==> config.mk <==
export PLATFORM = sky130hd
export DESIGN_NAME = switch_ctrl_seq
export DESIGN_NICKNAME = d
export VERILOG_FILES = /design/src/rtl/switch_ctrl_pkg.sv /design/src/rtl/switch_wdog.sv /design/src/rtl/switch_ctrl_seq.sv
export SDC_FILE = /design/constraint.sdc
export NUM_CORES = 1
export LEC_CHECK = 0
export CAP_MARGIN = 20
export CORE_MARGIN = 3
export CORE_UTILIZATION = 40
export DETAILED_ROUTE_END_ITERATION = 8
export GPL_ROUTABILITY_DRIVEN = 0
export PLACE_DENSITY_LB_ADDON = 0.08
export SYNTH_ARGS = -nofsm -noshare
export SYNTH_HDL_FRONTEND = slang
export SYNTH_SLANG_ARGS = --single-unit
==> constraint.sdc <==
create_clock -name clk -period 2.6 [get_ports clk]
set_input_delay 0.26 -clock clk [delete_from_list [all_inputs] [get_ports clk]]
set_output_delay 0.26 -clock clk [all_outputs]
set_load 0.02 [all_outputs]
==> src/rtl/switch_ctrl_pkg.sv <==
// Shared types for the switch select sequencer: FSM states and select encodings.
package switch_ctrl_pkg;

  typedef enum logic [1:0] {
    IDLE      = 2'd0,
    WAIT_TICK = 2'd1,
    MUTE      = 2'd2
  } state_t;

  // Select encodings seen by the data switch
  localparam logic SEL_IN1 = 1'b1;
  localparam logic SEL_IN3 = 1'b0;

endpackage

==> src/rtl/switch_wdog.sv <==
// Host-silence timer. Counts while enabled and clears on kick.
// expire is a one-cycle pulse in the cycle the count sits at WDOG_CYCLES-1;
// the count wraps to 0 on that edge.
module switch_wdog #(
  parameter int unsigned WDOG_CYCLES = 1000000
) (
  input  logic clk,
  input  logic rst_n,
  input  logic kick,
  input  logic enable,
  output logic expire
);

  localparam int unsigned CW = (WDOG_CYCLES > 2) ? $clog2(WDOG_CYCLES) : 1;
  localparam logic [CW-1:0] LAST = CW'(WDOG_CYCLES - 1);

  logic [CW-1:0] cnt;

  // Decoded here so the sequencer acts on the same edge the count wraps
  assign expire = enable && !kick && (cnt == LAST);

  // Timer count: kick wins, wraps after the terminal value
  always_ff @(posedge clk or negedge rst_n) begin
    if (!rst_n)       cnt <= '0;
    else if (kick)    cnt <= '0;
    else if (enable)  cnt <= (cnt == LAST) ? '0 : cnt + 1'b1;
  end

endmodule

==> src/rtl/switch_ctrl_seq.sv <==
// Select sequencer for the data switch. Accepts host select commands, aligns
// each switchover to sample_tick, blanks the path for MUTE_CYCLES cycles and
// supports periodic auto alternation.
// Optional watchdog fallback to DEFAULT_SEL: define SWITCH_CTRL_WDOG_EN.
import switch_ctrl_pkg::*;

module switch_ctrl_seq #(
  parameter int unsigned DATA_WIDTH  = 32,
  parameter int unsigned MUTE_CYCLES = 4,
  parameter int unsigned WDOG_CYCLES = 1000000,
  parameter int unsigned DEFAULT_SEL = 0
) (
  input  logic                  clk,
  input  logic                  rst_n,
  input  logic                  cmd_valid,
  output logic                  cmd_ready,
  input  logic                  cmd_sel,
  input  logic                  cmd_auto,
  input  logic [15:0]           cmd_period,
  input  logic                  sample_tick,
  output logic [DATA_WIDTH-1:0] sel_out,
  output logic                  mute,
  output logic                  busy,
  output logic                  wdog_fault
);

  localparam logic       DEF       = (DEFAULT_SEL != 0);
  localparam logic [7:0] MUTE_LAST = 8'(MUTE_CYCLES - 1);

  state_t      state, state_nxt;
  logic        sel, tgt, tgt_nxt;
  logic        auto_en, auto_en_nxt;
  logic [15:0] period, period_nxt;
  logic [15:0] acnt, acnt_nxt;
  logic [7:0]  mcnt;
  logic        fault, fault_nxt;
  logic        pend, pend_nxt;   // fallback owed once the current mute ends
  logic        accept, expire;

  assign accept     = cmd_valid && cmd_ready;
  assign sel_out    = DATA_WIDTH'(sel);
  assign wdog_fault = fault;

`ifdef SWITCH_CTRL_WDOG_EN
  switch_wdog #(.WDOG_CYCLES(WDOG_CYCLES)) u_wdog (
    .clk    (clk),
    .rst_n  (rst_n),
    .kick   (accept),
    .enable (1'b1),
    .expire (expire)
  );
`else
  assign expire = 1'b0;
  logic unused_wdog;
  assign unused_wdog = (WDOG_CYCLES != 0);
`endif

  // Next-state, target and auto/watchdog bookkeeping
  always_comb begin
    state_nxt   = state;
    tgt_nxt     = tgt;
    auto_en_nxt = auto_en;
    period_nxt  = period;
    acnt_nxt    = acnt;
    fault_nxt   = fault;
    pend_nxt    = pend;
    case (state)
      IDLE: begin
        if (accept) begin
          // Command beats both auto expiry and watchdog; a same-cycle tick is dropped
          auto_en_nxt = cmd_auto && (cmd_period != 16'd0);
          period_nxt  = cmd_period;
          acnt_nxt    = '0;
          fault_nxt   = 1'b0;
          if (cmd_sel != sel) begin
            tgt_nxt   = cmd_sel;
            state_nxt = WAIT_TICK;
          end
        end else if (expire) begin
          fault_nxt   = 1'b1;
          auto_en_nxt = 1'b0;
          acnt_nxt    = '0;
          tgt_nxt     = DEF;
          if (sel != DEF) state_nxt = WAIT_TICK;
        end else if (auto_en && sample_tick) begin
          // The expiring tick is itself the boundary, so skip WAIT_TICK
          if (acnt + 16'd1 == period) begin
            acnt_nxt  = '0;
            tgt_nxt   = ~sel;
            state_nxt = MUTE;
          end else begin
            acnt_nxt  = acnt + 16'd1;
          end
        end
      end
      WAIT_TICK: begin
        if (expire) begin
          fault_nxt   = 1'b1;
          auto_en_nxt = 1'b0;
          tgt_nxt     = DEF;
        end
        if (sample_tick) state_nxt = MUTE;
      end
      MUTE: begin
        if (expire) begin
          fault_nxt   = 1'b1;
          auto_en_nxt = 1'b0;
          pend_nxt    = 1'b1;
        end
        if (mcnt == MUTE_LAST) begin
          state_nxt = IDLE;
          if (pend_nxt) begin
            pend_nxt = 1'b0;
            tgt_nxt  = DEF;
            if (sel != DEF) state_nxt = WAIT_TICK;
          end
        end
      end
      default: state_nxt = IDLE;
    endcase
  end

  // State, counters and registered outputs
  always_ff @(posedge clk or negedge rst_n) begin
    if (!rst_n) begin
      state     <= IDLE;
      sel       <= DEF;
      tgt       <= DEF;
      auto_en   <= 1'b0;
      period    <= '0;
      acnt      <= '0;
      mcnt      <= '0;
      fault     <= 1'b0;
      pend      <= 1'b0;
      mute      <= 1'b0;
      busy      <= 1'b0;
      cmd_ready <= 1'b1;
    end else begin
      state     <= state_nxt;
      tgt       <= tgt_nxt;
      auto_en   <= auto_en_nxt;
      period    <= period_nxt;
      acnt      <= acnt_nxt;
      fault     <= fault_nxt;
      pend      <= pend_nxt;
      mute      <= (state_nxt == MUTE);
      busy      <= (state_nxt != IDLE);
      cmd_ready <= (state_nxt == IDLE);
      mcnt      <= (state == MUTE) ? mcnt + 8'd1 : 8'd0;
      // Switch in the second mute cycle so the path is already blanked
      if (state == MUTE && mcnt == 8'd0) sel <= tgt;
    end
  end

endmodule

==> metrics.txt <==
# TYPE chip_impl_metric gauge
chip_impl_info{name="worst_setup_path_start_kind",value="flop"} 1
chip_impl_metric{name="yosysSeqAreaShare",unit="%"} 40.77
chip_impl_metric{name="total_congestion_overflow_after_global_routing",unit=""} 0
chip_impl_metric{name="drt_iter0_markers",unit=""} 173
chip_impl_metric{name="reg2reg_depth",unit=""} 8
chip_impl_metric{name="critical_path_peak_fanout",unit=""} 10
chip_impl_metric{name="finalHoldWorstSlack",unit="ps"} 28.79
chip_impl_metric{name="fmax",unit="MHz"} 418.5
chip_impl_metric{name="rrSetupSlack",unit="ps"} 210
chip_impl_metric{name="timing.critical_path.buf_inv",unit=""} 1
chip_impl_info{name="critical_path_type",value="reg -> reg"} 1
chip_impl_metric{name="layout_min_cycle_time",unit="ps"} 2390
chip_impl_info{name="cts_tree",value="done"} 1
chip_impl_metric{name="number_of_sinks_handled_by_clock_tree_synthesis",unit=""} 48
chip_impl_metric{name="dr.pass1.iters",unit=""} 4
chip_impl_metric{name="synth_warnings",unit=""} 0
chip_impl_metric{name="area_growth",unit="%"} 13.07
chip_impl_metric{name="grt_max_degree",unit=""} 49
chip_impl_metric{name="overall_via_count_from_detail_route",unit=""} 2190
chip_impl_info{name="worstSetupEndpointType",value="flop"} 1
chip_impl_metric{name="tns",unit="ps"} 0
chip_impl_metric{name="post_synth.cell_area_avg",unit="µm²"} 9.669
chip_impl_metric{name="finish.net_count",unit=""} 358
chip_impl_info{name="min_path_type",value="in -> async"} 1
chip_impl_metric{name="yosys.cell_types.count",unit=""} 46
chip_impl_metric{name="synth_enable_flop_cells",unit=""} 0
chip_impl_metric{name="hpwl_dp",unit="µm"} 4418
chip_impl_metric{name="drt-wirelength-per-cell",unit="µm"} 13.85
chip_impl_info{name="final_cell_mix",value="dfrtp_1, conb_1, clkdlybuf4s50_1"} 1
chip_impl_info{name="setup_repair_after_global_routing_missed_its_margin",value="false"} 1
chip_impl_metric{name="final_antenna_net_count",unit=""} 0
chip_impl_metric{name="htree_num_levels",unit=""} 2
chip_impl_metric{name="placement_rows",unit=""} 30
chip_impl_metric{name="final_hold_violating_endpoints",unit=""} 0
chip_impl_metric{name="antenna_found_initial",unit=""} 0
chip_impl_metric{name="max-cap-violations",unit=""} 0
chip_impl_metric{name="floorplan.initialDensity",unit="%"} 42.24
chip_impl_metric{name="drc",unit=""} 0
chip_impl_info{name="synth_area_leader_cell",value="dfrtp_1"} 1
chip_impl_metric{name="pin_count",unit=""} 58
chip_impl_metric{name="groute.layer.met3.usage",unit="%"} 3.035
chip_impl_metric{name="final.fill_count",unit=""} 677
chip_impl_metric{name="syn_area",unit="µm²"} 2949
chip_impl_metric{name="report.final.slew_viol_count",unit=""} 0
chip_impl_info{name="grt_most_used_layer",value="met1"} 1
chip_impl_metric{name="die-height",unit="µm"} 91.87
chip_impl_metric{name="tightest_slew",unit="ps"} 608.2
chip_impl_metric{name="tritoncts.num_buffers",unit=""} 5
chip_impl_info{name="synthTopCellsByArea",value="dfrtp_1, buf_4, mux2_2, xnor2_1, nand3_1"} 1
chip_impl_metric{name="worst_skew_late_latency",unit="ps"} 300
chip_impl_metric{name="total_power",unit="µW"} 2710
chip_impl_metric{name="grt_overall_usage",unit="%"} 14.34
chip_impl_metric{name="post-route-period-util",unit="%"} 91.91
chip_impl_metric{name="synth_async_sr_flop_share",unit="%"} 100.0
chip_impl_metric{name="port-buffer-count",unit=""} 25
chip_impl_info{name="worst_path_max_delay_cell",value="or4_4"} 1
chip_impl_metric{name="post-synth-top-area-fraction",unit="%"} 39.88
chip_impl_info{name="most_frequent_standard_cell_in_the_layout_excluding_fill_and_tap_cells",value="dfrtp_1"} 1
chip_impl_metric{name="grt_pass1_wl",unit="µm"} 9763
chip_impl_info{name="status",value="completed"} 1
chip_impl_metric{name="dieWidth",unit="µm"} 91.87
chip_impl_info{name="crit_path_cell_trace",value="nand3_1 -> or4_4 -> xnor2_1 -> o2111a_2 -> nand4_4 -> buf_4 -> a31oi_1 -> mux2i_1"} 1
chip_impl_metric{name="yosys_register_bits",unit=""} 48
chip_impl_info{name="critical-path-top-delay-family",value="simple AND/OR/NAND/NOR gates"} 1
chip_impl_metric{name="vias_in_the_first_global_route",unit=""} 1930
chip_impl_metric{name="die_area",unit="µm²"} 8439
chip_impl_metric{name="power.ir.vdd_worst",unit="µV"} 447.9
chip_impl_metric{name="clock_path_buffers",unit=""} 2
chip_impl_metric{name="worst_slew_margin_rel",unit="%"} 59.45
chip_impl_metric{name="use_met1",unit="%"} 21.69
chip_impl_info{name="timing.rr.start",value="acnt[0]"} 1
chip_impl_metric{name="power_density",unit="nW/µm²"} 812.8
chip_impl_metric{name="count_of_antenna_diodes_in_the_layout",unit=""} 0
chip_impl_info{name="clock_tree.root_cell",value="clkbuf_8"} 1
chip_impl_metric{name="final_setup_skew",unit="ps"} 9.824
chip_impl_metric{name="critical_path_required",unit="ps"} 2800
chip_impl_metric{name="drive_above_1_share",unit="%"} 15.57
chip_impl_metric{name="arrival",unit="ps"} 2590
chip_impl_metric{name="post_cts_buffers",unit=""} 0
chip_impl_metric{name="synthCells",unit=""} 305
chip_impl_metric{name="utilization",unit="%"} 47.76
chip_impl_metric{name="power.leakage",unit="µW"} 0.001421
chip_impl_metric{name="core_ar",unit="µm²"} 6982
chip_impl_metric{name="via_to_cell_ratio",unit=""} 5.093
chip_impl_metric{name="wirelength",unit="µm"} 5957
chip_impl_metric{name="setup_viol_count_final",unit=""} 0
chip_impl_metric{name="clk_pin_slew",unit="ps"} 90
chip_impl_metric{name="critical_path.max_stage_delay",unit="ps"} 580
chip_impl_info{name="timing.rr.end",value="acnt[3]"} 1
chip_impl_metric{name="grt_use_met2",unit="%"} 20.68
chip_impl_info{name="most_used_flip_flop_cell_after_synthesis",value="dfrtp_1"} 1
## cells by family after synthesis
group / Yosys count / share of synthesized area, %
AO/OA/AOI/OAI: 32 / 7.679
XOR/XNOR: 30 / 8.910
adder cells (fa/ha/maj): 3 / 1.273
buffers and inverters: 61 / 12.47
flip-flops: 48 / 40.77
multiplexers: 24 / 8.825
other: 1 / 0.1272
AND/OR/NAND/NOR: 106 / 19.94
## worst max path at each step
stage          endpoint  slack [ps]  depth (start not counted)     from
2_1_floorplan   acnt[1]         210                          9  acnt[0]
3_3_place_gp    acnt[2]         230                          8  acnt[5]
3_5_place_dp    acnt[3]         160                          8  acnt[5]
4_1_cts         acnt[3]         150                          8  acnt[5]
5_1_grt         acnt[2]           6                         10  acnt[0]
6_report        acnt[3]         210                          8  acnt[0]
## per-stage QoR
stage	setup slack, ps	cell area (µm²)	instances
3_3_place_gp	226.4	3222	422
2_1_floorplan	208.6	3065	336
6_report	210.3	3334	430
5_1_grt	6.056	3334	430
4_1_cts	146.7	3319	430
3_5_place_dp	155.7	3222	422
## power breakdown
part,switching (µW),internal [µW],leakage [µW]
logic,553,526,0.000763
registers,182,968,0.000614
clock network,265,216,0.0000434
## cell type report
class / instances / area, µm² / area share [%]
Clock inverter: 2 / 15.01 / 0.4503
Clock buffer: 6 / 82.58 / 2.477
Tap cell: 96 / 120.1 / 3.602
Sequential cell: 48 / 1206 / 36.17
Multi-Input combinational cell: 227 / 1511 / 45.33
Inverter: 11 / 41.29 / 1.238
Timing Repair Buffer: 40 / 357.8 / 10.73
## flip-flops by register name (all words and copies together) (netlist names)
signal,count
cmd_ready,1
mute,1
sel,1
mcnt,8
tgt,1
auto_en,1
period,16
state,2
busy,1
acnt,16
## synthesized netlist by cell type, types with 2 or more instances
library cell	count
o21ai_0	7
nand4_1	12
clkbuf_1	8
nand4_4	2
buf_2	5
mux2i_1	8
buf_4	33
or3_1	2
and3_1	9
nand2_1	23
nor3_1	8
a21oi_1	3
nor4_1	6
nand3b_1	2
buf_1	2
a31oi_1	7
dfrtp_1	47
ha_1	3
xor2_1	11
inv_1	11
mux2_2	16
o21a_1	2
nand3_1	20
xnor2_1	19
o311ai_1	5
nor2_1	14
## what timing repair did
item,in CTS,in global routing
gates resized for setup,0,5
hold buffers,0,0
hold endpoints to repair,0,0
setup endpoints to repair,0,11
## metal layers
| layer | vias up | share of wire [%] |
|---|---|---|
| met1 | 1048 | 50 |
| li1 | 1077 | - |
| met2 | 57 | 44 |
| met5 | - | 0 |
| met3 | 8 | 4.9 |
| met4 | 0 | 1.1 |
No activity file was read; power rests on OpenSTA's default activity.
